$ cat src/rtl/wb_hex_printer_pkg.sv
// Shared types, ASCII constants and the nibble-to-character helper used by
// the hex printer.
package wb_hex_printer_pkg;

    typedef enum logic [2:0] {
        ST_IDLE,
        ST_PFX0,
        ST_PFX1,
        ST_HEX,
        ST_CR,
        ST_LF
    } state_t;

    localparam logic [7:0] ASCII_ZERO      = 8'h30;  // '0'
    localparam logic [7:0] ASCII_X         = 8'h78;  // 'x'
    localparam logic [7:0] ASCII_CR        = 8'h0D;
    localparam logic [7:0] ASCII_LF        = 8'h0A;
    localparam logic [7:0] ASCII_ALPHA_OFS = 8'h37;  // 'A' - 10

    // Uppercase hex digit for one nibble.
    function automatic logic [7:0] nibble_to_ascii(input logic [3:0] nib);
        if (nib < 4'd10) begin
            return ASCII_ZERO + {4'h0, nib};
        end
        return ASCII_ALPHA_OFS + {4'h0, nib};
    endfunction

endpackage

$ cat src/rtl/wb_hex_printer.sv
// Prints a captured word as ASCII hex ("0x" + digits + CR LF) to a UART
// transmitter, one byte per valid/ready handshake. At most one line is in
// flight; start pulses arriving while busy are reported and discarded.
module wb_hex_printer
    import wb_hex_printer_pkg::*;
#(
    parameter int unsigned DATA_WIDTH = 64,
    parameter int unsigned PREFIX_EN  = 1,
    parameter int unsigned NEWLINE_EN = 1
) (
    input  logic                  clk_i,
    input  logic                  rst_i,
    input  logic [DATA_WIDTH-1:0] value_i,
    input  logic                  value_valid_i,
    output logic                  busy_o,
    output logic                  dropped_o,
    output logic [7:0]            tx_data_o,
    output logic                  tx_data_valid_o,
    input  logic                  tx_data_ready_i
);

    localparam int unsigned NIB   = DATA_WIDTH / 4;
    localparam int unsigned CNT_W = (NIB > 1) ? $clog2(NIB) : 1;
    localparam logic [CNT_W-1:0] CNT_LAST = CNT_W'(NIB - 1);

    if (((DATA_WIDTH % 4) != 0) || (DATA_WIDTH < 4)) begin : g_bad_width
        $error("wb_hex_printer: DATA_WIDTH must be a non-zero multiple of 4");
    end

    state_t                state;
    logic [DATA_WIDTH-1:0] shreg;
    logic [CNT_W-1:0]      nib_cnt;

    logic                  accept;
    logic [DATA_WIDTH-1:0] shifted;
    logic [3:0]            cur_nib;
    logic [3:0]            next_nib;
    logic [3:0]            first_nib;

    // The outgoing byte is consumed only when both sides of the handshake agree.
    assign accept    = tx_data_valid_o && tx_data_ready_i;
    // The top nibble of the shift register is always the next digit to print.
    assign shifted   = shreg << 4;
    assign cur_nib   = shreg[DATA_WIDTH-1 -: 4];
    assign next_nib  = shifted[DATA_WIDTH-1 -: 4];
    assign first_nib = value_i[DATA_WIDTH-1 -: 4];

    // Line sequencer: every output is a register updated alongside the state,
    // so each byte is presented the cycle after the previous one is accepted.
    // NOTE: sequential state uses non-blocking assignments so every register
    // samples the pre-edge values, independent of statement order.
    always_ff @(posedge clk_i or posedge rst_i) begin
        if (rst_i) begin
            state           <= ST_IDLE;
            shreg           <= '0;
            nib_cnt         <= '0;
            busy_o          <= 1'b0;
            dropped_o       <= 1'b0;
            tx_data_valid_o <= 1'b0;
            tx_data_o       <= 8'h00;
        end else begin
            // A start pulse outside IDLE (including the final-acceptance cycle)
            // is discarded and flagged one cycle later.
            dropped_o <= value_valid_i && (state != ST_IDLE);

            case (state)
                ST_IDLE: begin
                    if (value_valid_i) begin
                        shreg           <= value_i;
                        nib_cnt         <= CNT_LAST;
                        busy_o          <= 1'b1;
                        tx_data_valid_o <= 1'b1;
                        if (PREFIX_EN != 0) begin
                            state     <= ST_PFX0;
                            tx_data_o <= ASCII_ZERO;
                        end else begin
                            state     <= ST_HEX;
                            tx_data_o <= nibble_to_ascii(first_nib);
                        end
                    end
                end

                ST_PFX0: begin
                    if (accept) begin
                        state     <= ST_PFX1;
                        tx_data_o <= ASCII_X;
                    end
                end

                ST_PFX1: begin
                    if (accept) begin
                        state     <= ST_HEX;
                        tx_data_o <= nibble_to_ascii(cur_nib);
                    end
                end

                ST_HEX: begin
                    if (accept) begin
                        if (nib_cnt == '0) begin
                            if (NEWLINE_EN != 0) begin
                                state     <= ST_CR;
                                tx_data_o <= ASCII_CR;
                            end else begin
                                state           <= ST_IDLE;
                                busy_o          <= 1'b0;
                                tx_data_valid_o <= 1'b0;
                            end
                        end else begin
                            nib_cnt   <= nib_cnt - CNT_W'(1);
                            shreg     <= shifted;
                            tx_data_o <= nibble_to_ascii(next_nib);
                        end
                    end
                end

                ST_CR: begin
                    if (accept) begin
                        state     <= ST_LF;
                        tx_data_o <= ASCII_LF;
                    end
                end

                ST_LF: begin
                    if (accept) begin
                        state           <= ST_IDLE;
                        busy_o          <= 1'b0;
                        tx_data_valid_o <= 1'b0;
                    end
                end

                default: begin
                    state           <= ST_IDLE;
                    busy_o          <= 1'b0;
                    tx_data_valid_o <= 1'b0;
                end
            endcase
        end
    end

endmodule

$ cat config.mk
export PLATFORM = sky130hd
export DESIGN_NAME = wb_hex_printer
export DESIGN_NICKNAME = d
export VERILOG_FILES = /design/src/rtl/wb_hex_printer_pkg.sv /design/src/rtl/wb_hex_printer.sv
export SDC_FILE = /design/constraint.sdc
export NUM_CORES = 1
export LEC_CHECK = 0
export CORE_MARGIN = 5
export CORE_UTILIZATION = 40
export DETAILED_ROUTE_END_ITERATION = 7
export GPL_TIMING_DRIVEN = 0
export HOLD_SLACK_MARGIN = 0.03
export PLACE_DENSITY = 0.65
export SETUP_SLACK_MARGIN = 0.3
export SKIP_LAST_GASP = 1
export SLEW_MARGIN = 5
export SYNTH_ARGS = -nofsm -noshare
export SYNTH_HDL_FRONTEND = slang
export SYNTH_SLANG_ARGS = --single-unit
$ cat constraint.sdc
create_clock -name clk_i -period 3.3 [get_ports clk_i]
set_input_delay 0.33 -clock clk_i [delete_from_list [all_inputs] [get_ports clk_i]]
set_output_delay 0.33 -clock clk_i [all_outputs]
set_load 0.05 [all_outputs]
==> impl_metrics.yaml, run 1 <==
timing:
  clock_skew_ns: 0.0148
  setup_viol: 0
  max_freq_mhz: 472
  slew_headroom_pct: 59.0
  holdWs_ns: 0.324
  rsz0062_at_grt: "false"
  period_minus_slack_ns: 2.12
  fin_crit_sh_pct: 64.2
  slew_violations: 0
  worstMarginPinSlew_ns: 0.599
  hold_viol: 0
layout:
  layout-area-overhead-vs-synth_pct: 29.8
  layout_common_cells: "131 x nand2_1, 80 x dfrtp_1, 77 x clkdlybuf4s50_1"
  final_common_cell: "nand2_1"
  layout.nets: 637
  antennaDiodeCount: 0
  stdcell_count: 707
  drive_gt1_share_pct: 7.36
floorplan:
  ios: 79
  start_util_pct: 40.3
  die_h_um: 111
  num_rows: 37
  core_um2: 10200
  dieArea_um2: 12400
  die_w_um: 111
detailed_routing:
  drc: 0
  totalWireLength_mm: 10.3
  wl_per_cell_um: 14.6
  dr.pass1.iters: 4
  drtIter0Drc: 160
  vias: 3767
  viasPerCell: 5.33
  ant_nets: 0
placed_design:
  port_buffers: 77
  dp_cells: 691
  dpl.hpwl_mm: 7.41
  gp_congestion: 0.818
setup_path:
  crit_slowest_cell: "clkdlybuf4s50_1"
  path_delay_family: "buffers and inverters"
  end_kind: "output port"
  setup.worst_path.start_class: "register"
  worstPathRequired_ns: 2.97
  slowest_delay_ns: 0.79
  worstPathCellList: "buf_4 > clkdlybuf4s50_1"
  cp_max_fo: 9
  critPathKind: "register to output port"
  worst_ep_arrival_time_ns: 1.79
  cp_num_buf_inv: 2
yosys:
  ys_ff_latch: 80
  synth-main-ff-cell: "dfrtp_1"
  async_flop_share_pct: 100
  synth_edf_count: 0
  netlist_area_um2: 4110
  yosysSeqAreaShare_pct: 48.7
  synth_compound_area_share_pct: 24.8
  avgSynthCellArea_um2: 8.61
  yosysWarnings: 0
  synth-simple-area-share_pct: 16.9
  synth_nets: 548
  syn_inst: 477
  synth.area.mux_share_pct: 0.244
  synth_fa_ha_area_share_pct: 0.914
  synth_top_family_by_area: "compound AO/OA/AOI/OAI gates"
  synth_xor_area_share_pct: 0.640
  ys_types: 42
global_routing:
  grt_max_degree: 54
  antenna_found_initial: 0
  grt_overflow_total: 0
  grt_pass1_vias: 3730
  gr-usage-all-layers_pct: 16.6
  grt_pass1_wl_mm: 17.4
power:
  p_clk_share_pct: 15.8
  vdd_drop_max_uv: 418
  power_density_nw_per_um2: 1070
  p_leak_nw: 2.27
  p_seq_share_pct: 29.8
  switching_share_pct: 44.2
  power_mw: 5.73
  power.internal_mw: 3.20
  pwr-share-comb_pct: 54.3
  switching_power_mw: 2.53
run_status:
  status: "finished, final reports clean"
clock_network:
  cts_buffer_depth: 2
  worstSkewPairLatency_ns: 0.35
  post_cts_resized: 0
  cts.htree.levels: 3
  cts_tree: "built"
  ctsHoldBuffers: 0
  clkTransAtPathRegs_ns: 0.09
  cts-root-buf: "clkbuf_8"
  cts_setup_buffers: 0
  cts_sinks: 80
  cts_buffers: 9
job:
  cap_violations: 0
hold_path:
  hold_path_class: "input pin to asynchronous set/reset pin"
[layer usage]
layer	vias up	wire [µm]	GRT usage (%)	share of wire, %
met1	1818	4860	23.9	47
met3	5	471	3.32	4.6
met4	0	65	3.41	0.63
met5	-	0	0	0
li1	1863	-	-	-
met2	81	4930	26.3	48
[state kept, by name, summed over array words and instances (netlist names)]
signal / flops
nib_cnt: 4
tx_data_valid_o: 1
shreg: 64
state: 3
tx_data_o: 7
dropped_o: 1
[metrics by stage]
stage	utilization (%)	cell area [µm²]	setup WS, ns	setup TNS [ns]
after floorplan	-	4110	0.918	0
after global placement	49.6	5050	-0.403	-31.92
after detailed placement	49.9	5080	1.04	0
after CTS	52.4	5330	1.17	0
after global routing	52.4	5330	1.11	0
final	52.4	5330	1.18	0
[Yosys cell counts, drive strengths merged, types with 3 or more instances]
cell	count	share of area [%]
a21oi	73	8.9
a22o	4	0.85
a211o	3	0.64
nand2b	4	0.61
nand2	131	12
and2	3	0.46
xnor2	3	0.64
o21ai	11	1.3
inv	14	1.3
dfrtp	80	49
a31oi	63	9.6
a32o	3	0.73
clkbuf	17	1.6
nor2	8	0.73
nand3	3	0.37
ha	3	0.91
buf	24	4.8
[worst paths after layout]
kind | cells after the start | slack, ns | endpoint | startpoint
max | 2 | 1.18 | tx_data_valid_o | tx_data_valid_o
min | 2 | 0.32 | tx_data_o[1] | rst_i
max reg2reg | 8 | 1.35 | shreg[27] | nib_cnt[0]
min reg2reg | 1 | 0.50 | tx_data_o[2] | tx_data_o[2]
max in group asynchronous | 3 | 2.39 | shreg[31] | rst_i
min in group clk_i | 1 | 0.50 | tx_data_o[2] | tx_data_o[2]
[power groups by stage]
stage | clock [mW] | combinational [mW] | sequential [mW]
4_1_cts | 0.920 | 3.13 | 1.71
3_3_place_gp | 0 | 3.05 | 1.71
6_report | 0.907 | 3.11 | 1.71
2_1_floorplan | 0 | 2.21 | 1.81
5_1_grt | 0.961 | 3.50 | 1.76
3_5_place_dp | 0 | 3.12 | 1.72
[cell type report]
type,instances,area (µm²)
tap,136,170
multi-input combinational,342,1790
inverter,14,55.1
sequential,80,2000
timing repair buffer,78,798
buffer,41,262
fill,988,4850
clock buffer,11,151
clock inverter,5,103
[logic make-up (layout without fill, tap and decap cells)]
family                   after synthesis  after routing
other                                  1              1
buffers and inverters                 55            149
adder cells (fa/ha/maj)                3              3
AND/OR/NAND/NOR                      163            163
XOR/XNOR                               3              3
multiplexers                           1              1
flip-flops                            80             80
AO/OA/AOI/OAI                        171            171
(Power assumes the default switching activity.)
==> inputs of run 2 (changes only) <==
==> constraint.sdc (replaced) <==
create_clock -name clk_i -period 2.2 [get_ports clk_i]
set_input_delay 0.22 -clock clk_i [delete_from_list [all_inputs] [get_ports clk_i]]
set_output_delay 0.22 -clock clk_i [all_outputs]
set_load 0.05 [all_outputs]
==> impl_metrics.yaml, run 2 (same netlist as run 1, synthesis figures left out) <==
run_status:
  status: "finished, final reports clean"
power:
  switching_share_pct: 44.1
  switching_power_mw: 3.79
  power.internal_mw: 4.81
  p_seq_share_pct: 29.9
  vdd_drop_max_uv: 650
  p_leak_nw: 2.32
  pwr-share-comb_pct: 54.7
  power_density_nw_per_um2: 1600
  p_clk_share_pct: 15.4
global_routing:
  antenna_found_initial: 0
  gr-usage-all-layers_pct: 16.8
  grt_pass1_vias: 3682
  grt_overflow_total: 0
  grt_max_degree: 38
  grt_pass1_wl_mm: 17.5
floorplan:
  start_util_pct: 40.3
  die_h_um: 111
  die_w_um: 111
  dieArea_um2: 12400
  ios: 79
  num_rows: 37
  core_um2: 10200
detailed_routing:
  totalWireLength_mm: 10.4
  wl_per_cell_um: 14.6
  dr.pass1.iters: 5
  drtIter0Drc: 212
  routed.top_layer: "met4"
  ant_nets: 0
  dr_wl_met2_mm: 4.92
  drc: 0
  wl_met1_mm: 4.92
  vias: 3788
  viasPerCell: 5.33
  dr_wl_met3_um: 396
layout:
  regMostFlops: "shreg"
  final_common_cell: "nand2_1"
  biggestRegsByFlops: "shreg x64, tx_data_o x7, nib_cnt x4"
  drive_gt1_share_pct: 9.57
  fin_area_um2: 5390
  antennaDiodeCount: 0
  stdcell_count: 711
  largest_register_ff_count: 64
  layout-area-overhead-vs-synth_pct: 31.1
  layout.nets: 642
  layout_common_cells: "131 x nand2_1, 80 x dfrtp_1, 75 x clkdlybuf4s50_1"
timing:
  worstMarginPinSlew_ns: 0.577
  period_minus_slack_ns: 1.88
  slew_headroom_pct: 60.5
  hold_viol: 0
  holdWs_ns: 0.155
  rsz0062_at_grt: "true"
  setup_viol: 0
  clock_skew_ns: 0.00528
  setup_tns_ns: 0
  max_freq_mhz: 531
  slew_violations: 0
  fin_crit_sh_pct: 85.7
clock_network:
  clkTransAtPathRegs_ns: 0.08
  cts_sinks: 80
  ctsHoldBuffers: 0
  cts_buffers: 9
  cts-root-buf: "clkbuf_8"
  worstSkewPairLatency_ns: 0.34
  cts_buffer_depth: 2
  cts.htree.levels: 3
  cts_tree: "built"
placed_design:
  gp_congestion: 0.819
  dp_cells: 692
  placed_area_um2: 5090
  dpl.hpwl_mm: 7.52
  port_buffers: 77
setup_path:
  critPathKind: "register to register"
  cp_max_fo: 4
  crit_slowest_cell: "a2111oi_0"
  slowest_delay_ns: 0.52
  end_kind: "register"
  worstPathRequired_ns: 2.48
  setup.worst_path.start_class: "register"
  worst_ep_arrival_time_ns: 2.17
  worstPathCellList: "inv_1 > ha_1 > nor3b_4 > buf_4 > a2111oi_0 > a211o_1 > a32o_1"
hold_path:
  hold_path_class: "input pin to asynchronous set/reset pin"
job:
  cap_violations: 0
run 2: what timing repair did:
item | 4_1_cts | 5_1_grt
buffers inserted | 0 | 4
pin swaps | 0 | 1
resized for setup | 3 | 18
setup endpoints to repair | 52 | 62
run 2: area by class of cell:
class / instances / area (µm²)
Clock buffer: 10 / 138
Inverter: 14 / 56.3
Timing Repair Buffer: 83 / 838
Multi-Input combinational cell: 342 / 1800
Buffer: 41 / 279
Sequential cell: 80 / 2000
Fill cell: 985 / 4800
Tap cell: 136 / 170
Clock inverter: 5 / 104
run 2: power by group through the flow:
stage | sequential (mW) | clock, mW | combinational (mW)
2_1_floorplan | 2.72 | 0 | 3.32
3_3_place_gp | 2.56 | 0 | 4.58
3_5_place_dp | 2.59 | 0 | 4.68
4_1_cts | 2.57 | 1.34 | 4.69
5_1_grt | 2.65 | 1.40 | 5.28
6_report | 2.57 | 1.32 | 4.70
run 2: routing by layer:
layer | vias up | track usage, %
met2 | 91 | 26.2
met1 | 1819 | 23.6
met4 | 0 | 4.87
met3 | 9 | 3.75
li1 | 1869 | -
met5 | - | 0
run 2: per-stage QoR:
stage	worst slack, ns	utilization, %	power [mW]
CTS	0.308	52.4	8.60
detailed placement	0.0442	50.0	7.27
global route	0.297	52.9	9.33
finish	0.316	52.9	8.59
floorplan	0.407	-	6.04
global placement	0.0906	49.6	7.14
run 2: worst max-delay path: cells and delay by family, from the launching register on:
kind                       cells  cell delay [ns]
adders and majority gates      1             0.23
and+or+nand+nor                1             0.17
buffers and inverters          2             0.21
AOI/OAI and AO/OA              3             0.85
DFF                            1             0.35
run 2: path summary, 6_finish.rpt:
path,start,endpoint,slack [ns],cells past startpoint
worst max-delay path,nib_cnt[0],tx_data_o[1],0.32,7
worst min-delay path,rst_i,dropped_o,0.15,2
worst max register to register,nib_cnt[0],tx_data_o[1],0.32,7
worst min register to register,tx_data_o[0],tx_data_o[0],0.50,1
max in group asynchronous,rst_i,shreg[23],1.34,4
min in group clk_i,value_i[12],shreg[12],0.44,3
